File: src/rtl/jogador_automatico.sv
// Automated player: records the game's LED flashes, replays them on the buttons.
// Ports: clock, reset (async, high), habilita, leds[7:0], aguarda_jogada,
//   acertou/errou/timeout (game end) -> botoes[7:0], num_jogadas[4:0],
//   erro_protocolo (sticky), fim, db_estado[3:0].
module jogador_automatico #(
  parameter int MAX_JOGADAS = 16,
  parameter int T_PRESSIONA = 8,
  parameter int T_SOLTA     = 8,
  parameter int T_ATRASO    = 4
) (
  input  logic       clock,
  input  logic       reset,
  input  logic       habilita,
  input  logic [7:0] leds,
  input  logic       aguarda_jogada,
  input  logic       acertou,
  input  logic       errou,
  input  logic       timeout,
  output logic [7:0] botoes,
  output logic [4:0] num_jogadas,
  output logic       erro_protocolo,
  output logic       fim,
  output logic [3:0] db_estado
);

  typedef enum logic [3:0] {
    INICIAL   = 4'd0,
    OBSERVA   = 4'd1,
    ATRASO    = 4'd2,
    PRESSIONA = 4'd3,
    SOLTA     = 4'd4,
    PROXIMA   = 4'd5,
    FIM       = 4'd6
  } estado_t;

  localparam int TM1  = (T_PRESSIONA > T_SOLTA) ? T_PRESSIONA : T_SOLTA;
  localparam int TMAX = (TM1 > T_ATRASO) ? TM1 : T_ATRASO;
  localparam int CW   = (TMAX > 1) ? $clog2(TMAX + 1) : 1;
  localparam int IW   = (MAX_JOGADAS > 1) ? $clog2(MAX_JOGADAS) : 1;

  estado_t       estado_q, estado_d;
  logic [7:0]    leds_q, leds_ant_q;
  logic          agu_q, agu_ant_q;
  logic [CW-1:0] cnt_q, cnt_d;
  logic [IW-1:0] idx_q, idx_d;
  logic [4:0]    num_q, num_d;
  logic [7:0]    botoes_q, botoes_d;
  logic          erro_q, erro_d;
  logic          fim_q, fim_d;

  logic [2:0]    mem_q [MAX_JOGADAS];
  logic          mem_we;
  logic [2:0]    led_idx;
  logic          led_sobe, one_hot, agu_sobe, fim_jogo;
  logic [IW-1:0] idx_prox;
  logic          ultimo;

  assign led_sobe = (leds_q != 8'd0) && (leds_ant_q == 8'd0);
  assign one_hot  = (leds_q & (leds_q - 8'd1)) == 8'd0;
  assign agu_sobe = agu_q && !agu_ant_q;
  assign fim_jogo = acertou | errou | timeout;
  assign idx_prox = idx_q + IW'(1);
  assign ultimo   = 5'(idx_q) == (num_q - 5'd1);

  always_comb begin
    led_idx = 3'd0;
    for (int i = 0; i < 8; i++)
      if (leds_q[i]) led_idx = 3'(i);
  end

  always_comb begin
    estado_d = estado_q;
    cnt_d    = cnt_q;
    idx_d    = idx_q;
    num_d    = num_q;
    botoes_d = botoes_q;
    erro_d   = erro_q;
    fim_d    = fim_q;
    mem_we   = 1'b0;
    if (!habilita) begin
      estado_d = INICIAL;
      botoes_d = 8'd0;
      num_d    = 5'd0;
      fim_d    = 1'b0;
    end else if (estado_q != INICIAL && fim_jogo) begin
      estado_d = FIM;
      botoes_d = 8'd0;
      fim_d    = 1'b1;
    end else begin
      unique case (estado_q)
        INICIAL: begin
          botoes_d = 8'd0;
          num_d    = 5'd0;
          fim_d    = 1'b0;
          estado_d = OBSERVA;
        end
        OBSERVA: begin
          if (agu_sobe) begin
            if (num_q != 5'd0) begin
              estado_d = ATRASO;
              cnt_d    = CW'(T_ATRASO - 1);
              idx_d    = '0;
            end else begin
              estado_d = FIM;
              fim_d    = 1'b1;
              erro_d   = 1'b1;
            end
          end else if (led_sobe) begin
            if (!one_hot || num_q == 5'(MAX_JOGADAS)) begin
              erro_d = 1'b1;
            end else begin
              mem_we = 1'b1;
              num_d  = num_q + 5'd1;
            end
          end
        end
        ATRASO: begin
          if (cnt_q == '0) begin
            estado_d = PRESSIONA;
            cnt_d    = CW'(T_PRESSIONA - 1);
            botoes_d = 8'd1 << mem_q[idx_q];
          end else begin
            cnt_d = cnt_q - CW'(1);
          end
        end
        PRESSIONA: begin
          if (cnt_q == '0) begin
            estado_d = SOLTA;
            cnt_d    = CW'(T_SOLTA - 1);
            botoes_d = 8'd0;
          end else begin
            cnt_d = cnt_q - CW'(1);
          end
        end
        SOLTA: begin
          if (cnt_q != '0) begin
            cnt_d = cnt_q - CW'(1);
          end else if (ultimo) begin
            estado_d = PROXIMA;
          end else begin
            estado_d = PRESSIONA;
            idx_d    = idx_prox;
            cnt_d    = CW'(T_PRESSIONA - 1);
            botoes_d = 8'd1 << mem_q[idx_prox];
          end
        end
        PROXIMA: begin
          num_d    = 5'd0;
          estado_d = OBSERVA;
        end
        FIM: begin
          botoes_d = 8'd0;
          fim_d    = 1'b1;
        end
        default: estado_d = INICIAL;
      endcase
    end
  end

  always_ff @(posedge clock or posedge reset) begin
    if (reset) begin
      estado_q   <= INICIAL;
      leds_q     <= 8'd0;
      leds_ant_q <= 8'd0;
      agu_q      <= 1'b0;
      agu_ant_q  <= 1'b0;
      cnt_q      <= '0;
      idx_q      <= '0;
      num_q      <= 5'd0;
      botoes_q   <= 8'd0;
      erro_q     <= 1'b0;
      fim_q      <= 1'b0;
    end else begin
      estado_q   <= estado_d;
      leds_q     <= leds;
      leds_ant_q <= leds_q;
      agu_q      <= aguarda_jogada;
      agu_ant_q  <= agu_q;
      cnt_q      <= cnt_d;
      idx_q      <= idx_d;
      num_q      <= num_d;
      botoes_q   <= botoes_d;
      erro_q     <= erro_d;
      fim_q      <= fim_d;
    end
  end

  // Memory is never reset; entries past num_q are simply stale.
  always_ff @(posedge clock) begin
    if (mem_we) mem_q[num_q[IW-1:0]] <= led_idx;
  end

  assign botoes         = botoes_q;
  assign num_jogadas    = num_q;
  assign erro_protocolo = erro_q;
  assign fim            = fim_q;
  assign db_estado      = estado_q;

endmodule

File: config.mk
export PLATFORM = sky130hd
export DESIGN_NAME = jogador_automatico
export DESIGN_NICKNAME = d
export VERILOG_FILES = /design/src/rtl/jogador_automatico.sv
export SDC_FILE = /design/constraint.sdc
export NUM_CORES = 1
export LEC_CHECK = 0
export ABC_AREA = 1
export CAP_MARGIN = 20
export CORE_ASPECT_RATIO = 0.7
export CORE_MARGIN = 2
export CORE_UTILIZATION = 42
export DETAILED_ROUTE_END_ITERATION = 8
export PLACE_DENSITY_LB_ADDON = 0.1
export SYNTH_ARGS = -nofsm -noshare
export SYNTH_HDL_FRONTEND = slang
export SYNTH_SLANG_ARGS = --single-unit
File: constraint.sdc
create_clock -name clock -period 3.6 [get_ports clock]
set_input_delay 0.9 -clock clock [delete_from_list [all_inputs] [get_ports clock]]
set_output_delay 0.9 -clock clock [all_outputs]
set_load 0.02 [all_outputs]
-- Word level (Yosys, flattened, before mapping)
Memories as Yosys holds them, arrays and structs flattened.
Index checks and enable logic that the tools add are counted.
- memories: 1
- input bits: 15
- bits in latches: 0
- bits in writable memories: 48
- register bits: 45
- memory bits (read-only): 0
- logic and storage cells: 135
- equal/unequal tests: 28
- divide/modulo/power cells: 0
- add/subtract/negate cells: 5
- bitwise logic cells: 4
- multiply operators: 0
- shifts and indexed selects: 2
- mux-type cells: 56
- order comparisons: 0
- reductions and logical operators: 28
- memory list (name ; depth ; bits a word ; rd ports ; clocked after Yosys merged registers in ; write ports ; RTL line ; RTL):
    mem_q ; 16 ; 3 ; 2 ; 0 ; 1 ; 51 ; logic [2:0] mem_q [MAX_JOGADAS];
- operator list (kind ; number):
    $mux W4 ; 15
    $mux W8 ; 6
    $pmux W8 S4 ; 1
    $mux W5 ; 5
    $mux W3 ; 8
    $ne A4 B4 Y1 const B ; 6
    $pmux W4 S6 ; 1
    $logic_not A8 Y1 ; 2
    $mux W1 ; 16
    $shl A1 B3 Y8 const A ; 2
    $ne A3 B3 Y1 const B ; 5
    $reduce_and A5 Y1 ; 3
    $eq A4 B3 Y1 const B ; 3
    $ne A2 B2 Y1 const B ; 6
    $pmux W4 S3 ; 1
    $reduce_and A6 Y1 ; 2
    $pmux W5 S2 ; 1
    $and A8 B8 Y8 ; 1
    $eq A4 B2 Y1 const B ; 2
    $logic_not A4 Y1 ; 2
    $pmux W4 S2 ; 1
    $reduce_bool A4 Y1 ; 2
    $reduce_bool A8 Y1 ; 1
    $sub A8 B1 Y8 const B ; 1
    other kinds (22) ; 30

-- Longest topological paths before layout
- depth in word-level cells: 13
- gate-level depth with buffers: 13

-- Worst setup path after synthesis
No wires, ideal clock.
- path type: reg-to-reg
- start: reg num_q[0], in the netlist num_jogadas[0]
- end: mem mem_q[11][0], enable pin
- arrival time: 1.874 ns
- library setup time: 0.345 ns
- stages on the path, launching flop included: 9
- buffers on the path: 1
- period minus slack after synthesis: 2.219 ns
- setup slack: 1.381 ns
- path through: dfrtp_1 > inv_1 > ha_1 > inv_1 > o31ai_1 > nor2_2 > nand4_4 > buf_4 > nor3_1
- longest elaborated chain between the ends: 10
- RTL lines (what ; RTL line ; RTL):
    start, declared ; 46 ; logic [4:0] num_q, num_d;
    start signal, assigned ; 181 ; num_q <= num_d;
    $eq A5 B5 Y1 ; 109 ; if (!one_hot || num_q == 5'(MAX_JOGADAS)) begin
    $logic_or A1 B1 Y1 ; 109 ;
    $mux W1 ; 109 ;
    $mux W1 ; 108 ; end else if (led_sobe) begin
    $mux W1 ; 98 ; if (agu_sobe) begin
    $mux W1 ; 90 ; unique case (estado_q)
    $mux W1 ; 85 ; end else if (estado_q != INICIAL && fim_jogo) begin
    $mux W1 ; 80 ; if (!habilita) begin
    $mux W1 ; 190 ; if (mem_we) mem_q[num_q[IW-1:0]] <= led_idx;
    $mux W1 (not written as such) ; 190 ;
    end, declared ; 51 ;
Parallel ways exist; a longest one is shown, timed or not.

-- Final worst setup path
- start: in habilita
- end: mem mem_q[7][2], enable pin
- longest elaborated chain between the ends: 3
- RTL lines (what ; RTL line ; RTL):
    start, declared ; 13 ; input logic habilita,
    $mux W1 ; 80 ;
    $mux W1 ; 190 ;
    $mux W1 (not written as such) ; 190 ;
No other way between the ends.

==> impl_metrics.env <==
export IMPL_synth_top_family_by_area="simple AND/OR/NAND/NOR gates"
export IMPL_ioPinCount=34
export IMPL_synth_common_cells="nand2_1 (201), nand3_1 (116), inv_1 (62), edfxtp_1 (48), dfrtp_1 (44)"
export IMPL_drv_cap=0
export IMPL_met1_length_um=6350
export IMPL_cts_tree="done"
export IMPL_critPathKind="input port to flop"
export IMPL_synth_most_common_cell="nand2_1"
export IMPL_gp_congestion=0.909
export IMPL_instances_no_fill=814
export IMPL_wl_per_cell_um=15.4
export IMPL_leakage_nw=2.57
export IMPL_drtPass1Iterations=6
export IMPL_syn2layout_area_growth_pct=14.6
export IMPL_tightest_slew_ps=914
export IMPL_numClockSinks=92
export IMPL_core_area_um2=11700
export IMPL_power_total_mw=4.64
export IMPL_vias=4237
export IMPL_reg2reg_depth=7
export IMPL_htreeDepth=3
export IMPL_synth_xor_area_share_pct=1.19
export IMPL_maxSlewHeadroom_pct=39.0
export IMPL_synth_seq_area_share_pct=50.5
export IMPL_met2WireLength_um=5230
export IMPL_antenna_found_initial=0
export IMPL_slowest_stage="clkdlybuf4s50_1"
export IMPL_grt_pass1_wl_um=20300
export IMPL_pre_cts_ws_ps=566
export IMPL_hold_viol_final=0
export IMPL_synth_area_um2=5030
export IMPL_ys_types=40
export IMPL_ant_nets=0
export IMPL_crit_arrival_ps=2670
export IMPL_cts_clk_slew_worst_paths_ps=70
export IMPL_synth_compound_area_share_pct=4.45
export IMPL_antenna_cells=0
export IMPL_cpPeakStageDelay_ps=540
export IMPL_whs_path_depth=0
export IMPL_io_buffers=32
export IMPL_period_share_pct=74.5
export IMPL_finalSetupViolCount=0
export IMPL_yosysTopAreaCell="edfxtp_1"
export IMPL_drtIter0Drc=420
export IMPL_clk_latency_ps=350
export IMPL_start_kind="input port"
export IMPL_route_detailed_drc=0
export IMPL_postCtsHoldBufs=0
export IMPL_gr_total_overflow=0
export IMPL_via_per_inst=5.21
export IMPL_avgSynthCellArea_um2=8.05
export IMPL_yosys_warnings=0
export IMPL_clk_path_buf_depth=2
export IMPL_floorplan_die_area_um2=12900
export IMPL_cts_setup_buffers=0
export IMPL_top_layer="met4"
export IMPL_dp_cells=798
export IMPL_path_cells="clkdlybuf4s50_1 > inv_1 > nor2_2 > nand2_1 > clkinv_1 > nand4_4 > nor3_1"
export IMPL_rsz0062_at_grt="no"
export IMPL_syn_nets=647
export IMPL_grt_pass1_vias=3924
export IMPL_nNetsFinal=674
export IMPL_grt_max_degree=57
export IMPL_synth_area_leaders="edfxtp_1 (29%), dfrtp_1 (22%), nand2_1 (15%)"
export IMPL_synthArstFlopShare_pct=47.8
export IMPL_rows=33
export IMPL_synth_edff_count=48
export IMPL_ys_ff_latch=92
export IMPL_grt_usage_pct=20.8
export IMPL_ff2ff_setup_slack_ps=960
export IMPL_fin_setup_tns_ps=0
export IMPL_dp_final_hpwl_um=8930
export IMPL_synth_adder_area_share_pct=1.74
export IMPL_dr_wl_met3_um=822
export IMPL_skew_ps=15.0
export IMPL_syn_inst=625
export IMPL_postCtsResizedCells=0
export IMPL_end_kind="flop"
export IMPL_run_status="finished clean"
export IMPL_drv_slew=0
export IMPL_die_w_um=135
export IMPL_numCtsBuffers=9
export IMPL_ys_flop_type="edfxtp_1"
export IMPL_drive_gt1_share_pct=8.68
export IMPL_initial_core_util_pct=43.1
export IMPL_cp_max_fo=16
export IMPL_max_freq_ghz=0.373
export IMPL_period_minus_slack_ps=2680
export IMPL_p_per_area_nw_per_um2=804
export IMPL_vdd_drop_max_uv=384
export IMPL_wl_um=12500
export IMPL_worst_slack_ps=919
export IMPL_root_buffer="clkbuf_16"
export IMPL_synthSimpleGateAreaFrac_pct=34.2
export IMPL_hold_class="flop to flop"
export IMPL_synth_mux_area_share_pct=0
export IMPL_synth_top_area_share_pct=28.6
export IMPL_worstPathRequired_ps=3590
export IMPL_fp_dieH_um=95.6
## registers in the layout, summed over array words and instances, names as in the netlist, 3 cells and up
register	cells
num_jogadas	5
mem_q	48
cnt_q	4
idx_q	4
leds_ant_q	8
db_estado	3
botoes	8
leds_q	8
## per-stage QoR
step | hold slack, ps | cell area [um2] | util (%)
finish | 377 | 5770 | 49.4
global route | 404 | 5770 | 49.4
CTS | 382 | 5770 | 49.4
detailed placement | 366 | 5470 | 46.8
global placement | 362 | 5470 | 46.8
floorplan | 354 | 5030 | -
## power breakdown
part / total, mW / internal [mW] / switching [mW]
Sequential: 1.36 / 1.21 / 0.150
Clock: 0.956 / 0.507 / 0.450
Combinational: 2.32 / 0.734 / 1.59
Total: 4.64 / 2.45 / 2.19
## area by class of cell
type / instances / area (um2)
inverters: 74 / 278
repair buffers: 36 / 350
multi-input cells: 439 / 2100
well taps: 157 / 196
clock buffers: 10 / 239
fillers: 1105 / 5920
flip-flops and latches: 92 / 2540
clock inverters: 6 / 63.8
## routing by layer
layer,GRT usage [%],vias to the layer above
li1,-,2107
met3,4.63,14
met5,0,-
met4,5.70,0
met2,30.4,143
met1,31.1,1973
## placed cells by master (no fill, tap or decap), types with 3 or more instances in the layout
| cell type | n |
|---|---|
| nand2_1 | 201 |
| nand3_1 | 116 |
| inv_1 | 61 |
| edfxtp_1 | 48 |
| dfrtp_1 | 44 |
| clkdlybuf4s50_1 | 32 |
| nor2_1 | 31 |
| nor3_1 | 13 |
| inv_2 | 12 |
| o21ai_0 | 11 |
| nor2_2 | 9 |
| clkbuf_16 | 9 |
| ha_1 | 7 |
| a21oi_1 | 6 |
| nor4_1 | 5 |
| nand2_2 | 4 |
| xor2_1 | 4 |
| o211ai_1 | 4 |
| o21ai_1 | 4 |
| buf_4 | 4 |
| nor3_2 | 3 |
## cell families after synthesis
kind of cell,Yosys count
flip-flops,92
buffers and inverters,94
AO/OA/AOI/OAI,36
AND/OR/NAND/NOR,389
adder cells (fa/ha/maj),7
other,1
XOR/XNOR,6
## worst paths after layout
check	from	endpoint
setup reg to reg	num_jogadas[0]	mem_q[7][2]
setup / recovery	habilita	mem_q[7][2]
min in group asynchronous	reset	agu_q
hold / removal	agu_q	agu_ant_q
max in group asynchronous	reset	idx_q[1]
hold reg to reg	agu_q	agu_ant_q
## worst max-delay path: cells and delay by family
kind | cells | cell delay, ps
buffers and inverters | 3 | 780
and+or+nand+nor | 4 | 980
Note: power is estimated with default switching activity, not from simulation.
